`src/rtl/uart_tx_unit.sv`:
```
`default_nettype none
// ============================================================================
// Module   : uart_tx_unit
// Brief    : FIFO-buffered 8N1 UART transmitter paced by a 16x oversampling tick.
// Revision : 1.0 - initial release
// ============================================================================
module uart_tx_unit #(
   parameter int DBIT    = 8,
   parameter int SB_TICK = 16,
   parameter int FIFO_W  = 2
) (
   input  logic       clk,
   input  logic       rst,
   input  logic       s_tick,
   input  logic       wr_uart,
   input  logic [7:0] w_data,
   output logic       tx,
   output logic       tx_full,
   output logic       tx_empty,
   output logic       tx_busy,
   output logic       tx_done_tick
);

   localparam int DEPTH = 2 ** FIFO_W;
   localparam int S_W   = 5;
   localparam int N_W   = (DBIT > 1) ? $clog2(DBIT) : 1;

   localparam logic [S_W-1:0] c_s_bit_last  = S_W'(15);
   localparam logic [S_W-1:0] c_s_stop_last = S_W'(SB_TICK - 1);
   localparam logic [N_W-1:0] c_n_last      = N_W'(DBIT - 1);

   typedef enum logic [1:0] {
      ST_IDLE  = 2'd0,
      ST_START = 2'd1,
      ST_DATA  = 2'd2,
      ST_STOP  = 2'd3
   } state_t;

   // ------------------------------------------------------------------
   // Transmit FIFO
   // ------------------------------------------------------------------
   logic [DBIT-1:0]   mem_q [DEPTH];
   logic [FIFO_W-1:0] wr_ptr_q, wr_ptr_d;
   logic [FIFO_W-1:0] rd_ptr_q, rd_ptr_d;
   logic              full_q, full_d;
   logic              empty_q, empty_d;

   state_t            state_q;
   logic              w_push;
   logic              w_pop;

   assign w_push = wr_uart & ~full_q;
   assign w_pop  = (state_q == ST_IDLE) & ~empty_q;

   always_comb begin
      wr_ptr_d = wr_ptr_q;
      rd_ptr_d = rd_ptr_q;
      full_d   = full_q;
      empty_d  = empty_q;
      if (w_push) begin
         wr_ptr_d = wr_ptr_q + FIFO_W'(1);
      end
      if (w_pop) begin
         rd_ptr_d = rd_ptr_q + FIFO_W'(1);
      end
      // A simultaneous push and pop leaves the occupancy, and so the flags, unchanged.
      if (w_push && !w_pop) begin
         empty_d = 1'b0;
         full_d  = (wr_ptr_d == rd_ptr_q);
      end else if (w_pop && !w_push) begin
         full_d  = 1'b0;
         empty_d = (rd_ptr_d == wr_ptr_q);
      end
   end

   always_ff @(posedge clk) begin
      if (w_push) begin
         mem_q[wr_ptr_q] <= w_data[DBIT-1:0];
      end
   end

   always_ff @(posedge clk) begin
      if (rst) begin
         wr_ptr_q <= '0;
         rd_ptr_q <= '0;
         full_q   <= 1'b0;
         empty_q  <= 1'b1;
      end else begin
         wr_ptr_q <= wr_ptr_d;
         rd_ptr_q <= rd_ptr_d;
         full_q   <= full_d;
         empty_q  <= empty_d;
      end
   end

   // ------------------------------------------------------------------
   // Frame serialiser
   // ------------------------------------------------------------------
   logic [S_W-1:0]  s_q;
   logic [N_W-1:0]  n_q;
   logic [DBIT-1:0] b_q;
   logic            tx_q;
   logic            busy_q;
   logic            done_q;
   logic [DBIT-1:0] w_b_shr;

   assign w_b_shr = b_q >> 1;

   // tx is loaded with the level of the state being entered so it stays a pure flop output.
   always_ff @(posedge clk) begin
      if (rst) begin
         state_q <= ST_IDLE;
         s_q     <= '0;
         n_q     <= '0;
         b_q     <= '0;
         tx_q    <= 1'b1;
         busy_q  <= 1'b0;
         done_q  <= 1'b0;
      end else begin
         done_q <= 1'b0;
         case (state_q)
            ST_IDLE: begin
               tx_q <= 1'b1;
               if (!empty_q) begin
                  b_q     <= mem_q[rd_ptr_q];
                  s_q     <= '0;
                  tx_q    <= 1'b0;
                  busy_q  <= 1'b1;
                  state_q <= ST_START;
               end
            end
            ST_START: begin
               if (s_tick) begin
                  if (s_q == c_s_bit_last) begin
                     s_q     <= '0;
                     n_q     <= '0;
                     tx_q    <= b_q[0];
                     state_q <= ST_DATA;
                  end else begin
                     s_q <= s_q + S_W'(1);
                  end
               end
            end
            ST_DATA: begin
               if (s_tick) begin
                  if (s_q == c_s_bit_last) begin
                     s_q <= '0;
                     b_q <= w_b_shr;
                     if (n_q == c_n_last) begin
                        tx_q    <= 1'b1;
                        state_q <= ST_STOP;
                     end else begin
                        n_q  <= n_q + N_W'(1);
                        tx_q <= w_b_shr[0];
                     end
                  end else begin
                     s_q <= s_q + S_W'(1);
                  end
               end
            end
            ST_STOP: begin
               if (s_tick) begin
                  if (s_q == c_s_stop_last) begin
                     done_q  <= 1'b1;
                     busy_q  <= 1'b0;
                     tx_q    <= 1'b1;
                     state_q <= ST_IDLE;
                  end else begin
                     s_q <= s_q + S_W'(1);
                  end
               end
            end
            default: begin
               tx_q    <= 1'b1;
               busy_q  <= 1'b0;
               state_q <= ST_IDLE;
            end
         endcase
      end
   end

   assign tx           = tx_q;
   assign tx_full      = full_q;
   assign tx_empty     = empty_q;
   assign tx_busy      = busy_q;
   assign tx_done_tick = done_q;

endmodule
`default_nettype wire

```
`config.mk`:
```
export PLATFORM = sky130hd
export DESIGN_NAME = uart_tx_unit
export DESIGN_NICKNAME = d
export VERILOG_FILES = /design/src/rtl/uart_tx_unit.sv
export SDC_FILE = /design/constraint.sdc
export NUM_CORES = 1
export LEC_CHECK = 0
export BUFFER_PORTS_ARGS = -buffer_cell sky130_fd_sc_hd__buf_2
export CAP_MARGIN = 20
export CORE_ASPECT_RATIO = 1.75
export CORE_MARGIN = 8
export CORE_UTILIZATION = 46
export CTS_CLUSTER_DIAMETER = 40
export CTS_CLUSTER_SIZE = 28
export DETAILED_ROUTE_END_ITERATION = 7
export RECOVER_POWER = 50
export SYNTH_ARGS = -nofsm -noshare
export SYNTH_HDL_FRONTEND = slang
export SYNTH_SLANG_ARGS = --single-unit
```
`constraint.sdc`:
```
create_clock -name clk -period 2.3 [get_ports clk]
set_input_delay 0.23 -clock clk [delete_from_list [all_inputs] [get_ports clk]]
set_output_delay 0.23 -clock clk [all_outputs]
set_load 0.005 [all_outputs]
```
==> metrics.md <==
| Metric | Value |
|---|---|
| Outcome | finished clean |
| H-tree depth | 3 |
| Post-Syn Area | about 0.0027 mm^2 |
| Clock root buffer | clkbuf_8 |
| Ys async rst share | 0% |
| Final Slew Violations | 0 |
| Synth Register Bits | just under 60 |
| Die ar. | between 0.008 and 0.009 mm^2 |
| Post-CTS sizing | 0 |
| CP Max Fanout | 9 |
| Die W | 74.4 um |
| WP depth | 6 |
| Port buffer count | 16 |
| Leak | approximately 1.1 nW |
| Crit path buf inv count | 1 |
| Clock sinks | 59 |
| Worst Hold Class | primary input to register |
| DR WL/cell | between 15 and 20 um |
| DRT iter0 DRCs | between 80 and 90 |
| Vias | roughly 1,700 |
| Final Cell Area | 0.00304 mm^2 |
| PwrDens | 1060 mW/mm^2 |
| Synth warn | 0 |
| Crit path required time | between 2 and 3 ns |
| Final Hold Viols | 0 |
| Post-detail-place hpwl | ~3.6 mm |
| Worst vdd ir | between 0.4 and 0.5 mV |
| Antenna Violating Nets Remaining | 0 |
| DRC violations left | 0 |
| Post-route setup slack | between 0.3 and 0.4 ns |
| DR pass1 iterations | 4 |
| Fin util | between 50 and 60% |
| Reg-to-reg startpoint | state_q[0]$_SDFFE_PP0P_ |
| CTS tree | done |
| Dominant synthesized flop cell | edfxtp_1 |
| Starting Density | about 47% |
| Worst setup endpoint | b_q[7]$_SDFFE_PP0P_ |
| Final wirelength | roughly 5 mm |
| Placed inst area | between 0.002 and 0.003 mm^2 |
| Slowest Stage Delay on Critical Path | 0.53 ns |
| Syn_nets | 244 |
| Syn Area/Cell | between 10 and 15 um^2 |
| Setup TNS | 0 ns |
| Synth-to-layout area growth | 10.5% |
| Slew Limit Headroom | roughly 60% |
| Post-Syn Instances | 219 |
| EDFF count, synth | 32 |
| Total gr overflow | 0 |
| I/O pin count | 17 |
| CP startpoint kind | register |
| GR Util All Layers | a little over an eighth |
| Slew @ Worst Pin | approximately 0.61 ns |
| Setup Skew | roughly 0.0086 ns |
| R2r setup slk | 0.34 ns |
| CP endpoint kind | register |
| Largest delay share family, worst path | simple AND/OR/NAND/NOR gates |
| Most common cell after layout, fill and taps aside | edfxtp_1 |
| Worst setup path class | register to register |
| Diode count | 0 |
| Max Buffers Root-to-Sink | 2 |
| Gpl congestion | roughly 0.73 |
| Largest net degree at the start of global routing | 19 |
| First-pass GRT wire length | between 8 and 9 mm |
| Hold bufs inserted after CTS | 0 |
| Ratio of cells with drive above 1 in the final layout | roughly 15% |
| Final worst path period need | between 1.5 and 2 ns |
| Final period util | a little under nine tenths |
| Yosys cell types | between 40 and 50 |
| Clock transition at path regs | around 0.070 ns |
| Post-CTS Setup Bufs | 0 |
| Worst hold slack | around 0.14 ns |
| Worst setup path startpoint | state_q[0]$_SDFFE_PP0P_ |
| Clk_lat worst skew | around 0.34 ns |
| Core Area | 0.00583 mm^2 |
| Routed vias/inst | 5.30 |
| TritonCTS buffer count | 9 |
| Vias in the first global route | between 1,500 and 2,000 |
| CP max stage cell | nor2b_1 |
| Fill cells | 565 |
| Initial antenna violation count | 0 |
| DP Worst Slack | 0.373 ns |
| Final nets | 261 |
| Crit path DAT | ~2.2 ns |
| Max-cap violations | 0 |
| Crit-path cells | inv_1 -> ha_1 -> and2b_1 -> nor2b_1 -> nand2_1 -> a21oi_1 |
| Fmax | around 500 MHz |
| R2r endpoint | b_q[7]$_SDFFE_PP0P_ |
| Die H | ~120 um |
| Row cnt | 37 |
| Final setup violation count | 0 |
| Share of the yosys chip area belonging to registers | a little over half |
| RSZ-0062 raised after global routing | false |
| Most frequent cells in the layout | edfxtp_1, dfxtp_1, a21oi_1 |
| Worst r2r path cells | 6 |
==> metrics by stage <==
step,cells,total power [W]
3_3_place_gp,303,0.00232
2_1_floorplan,219,0.00211
4_1_cts,319,0.00327
6_report,319,0.00321
5_1_grt,319,0.00342
3_5_place_dp,303,0.00234
==> worst min path at each step <==
stage / from / to / slack [ns] / cells past startpoint
after floorplan: w_data[0] / mem_q[0][0]$_DFFE_PP_ / 0.33 / 0
after global placement: w_data[1] / mem_q[3][1]$_DFFE_PP_ / 0.44 / 1
after detailed placement: w_data[2] / mem_q[0][2]$_DFFE_PP_ / 0.45 / 1
after CTS: w_data[2] / mem_q[0][2]$_DFFE_PP_ / 0.07 / 1
after global routing: w_data[1] / mem_q[1][1]$_DFFE_PP_ / 0.14 / 1
final: w_data[2] / mem_q[0][2]$_DFFE_PP_ / 0.14 / 1
==> layout make-up <==
class                      instances  area, um^2  area share [%]
clock buffer                       9         124            4.08
clock inverter                     7        68.8            2.27
inverter                           6        22.5           0.741
multi-input combinational        140        1130            37.4
sequential                        59        1500            49.4
tap                               78        97.6            3.21
timing repair buffer              20        88.8            2.92
==> report_power, final <==
group          switching, W  leakage (nW)  total, W  internal, W
clock              0.000419        0.0849  0.000912     0.000493
combinational      0.000492         0.500  0.000923     0.000431
sequential         0.000116         0.514   0.00137      0.00126
==> metal layers <==
metal | part of all wire [%] | GRT usage (%) | up-vias
met1 | 41 | 13.8 | 809
met3 | 2.4 | 4.06 | 11
li1 | - | - | 848
met2 | 54 | 22.0 | 22
met4 | 2.5 | 8.15 | 0
met5 | 0 | 0 | -
==> logic make-up after synthesis <==
family	count (synthesis)	synth area share, %
DFF	59	54.6
and+or+nand+nor	56	11.1
AOI/OAI and AO/OA	46	11.8
buffers and inverters	20	4.10
muxes	19	10.6
adders and majority gates	13	5.92
xor gates and xnor gates	6	1.91
==> state kept, by name (all words and copies together), names as in the netlist <==
signal	cells
s_q	5
tx	1
n_q	3
state_q	2
wr_ptr_q	2
tx_empty	1
tx_full	1
mem_q	32
tx_done_tick	1
b_q	8
rd_ptr_q	2
tx_busy	1
==> Yosys cell counts, drive strengths merged (2+ instances only) <==
cell / n / area (um^2)
nor2: 13 / 48.8
o21ai: 7 / 35.0
a31oi: 3 / 18.8
nand2b: 5 / 31.3
mux2i: 11 / 110
inv: 6 / 22.5
buf: 10 / 65.1
xor2: 2 / 17.5
mux4: 8 / 180
clkbuf: 4 / 25.0
nor3: 4 / 20.0
dfxtp: 27 / 541
xnor2: 4 / 35.0
nand2: 9 / 33.8
a21oi: 15 / 75.1
ha: 13 / 163
nand3: 4 / 20.0
o31ai: 7 / 52.6
nor2b: 8 / 50.1
and2: 7 / 46.3
nand4b: 2 / 17.5
edfxtp: 32 / 961
(Power assumes the default switching activity.)
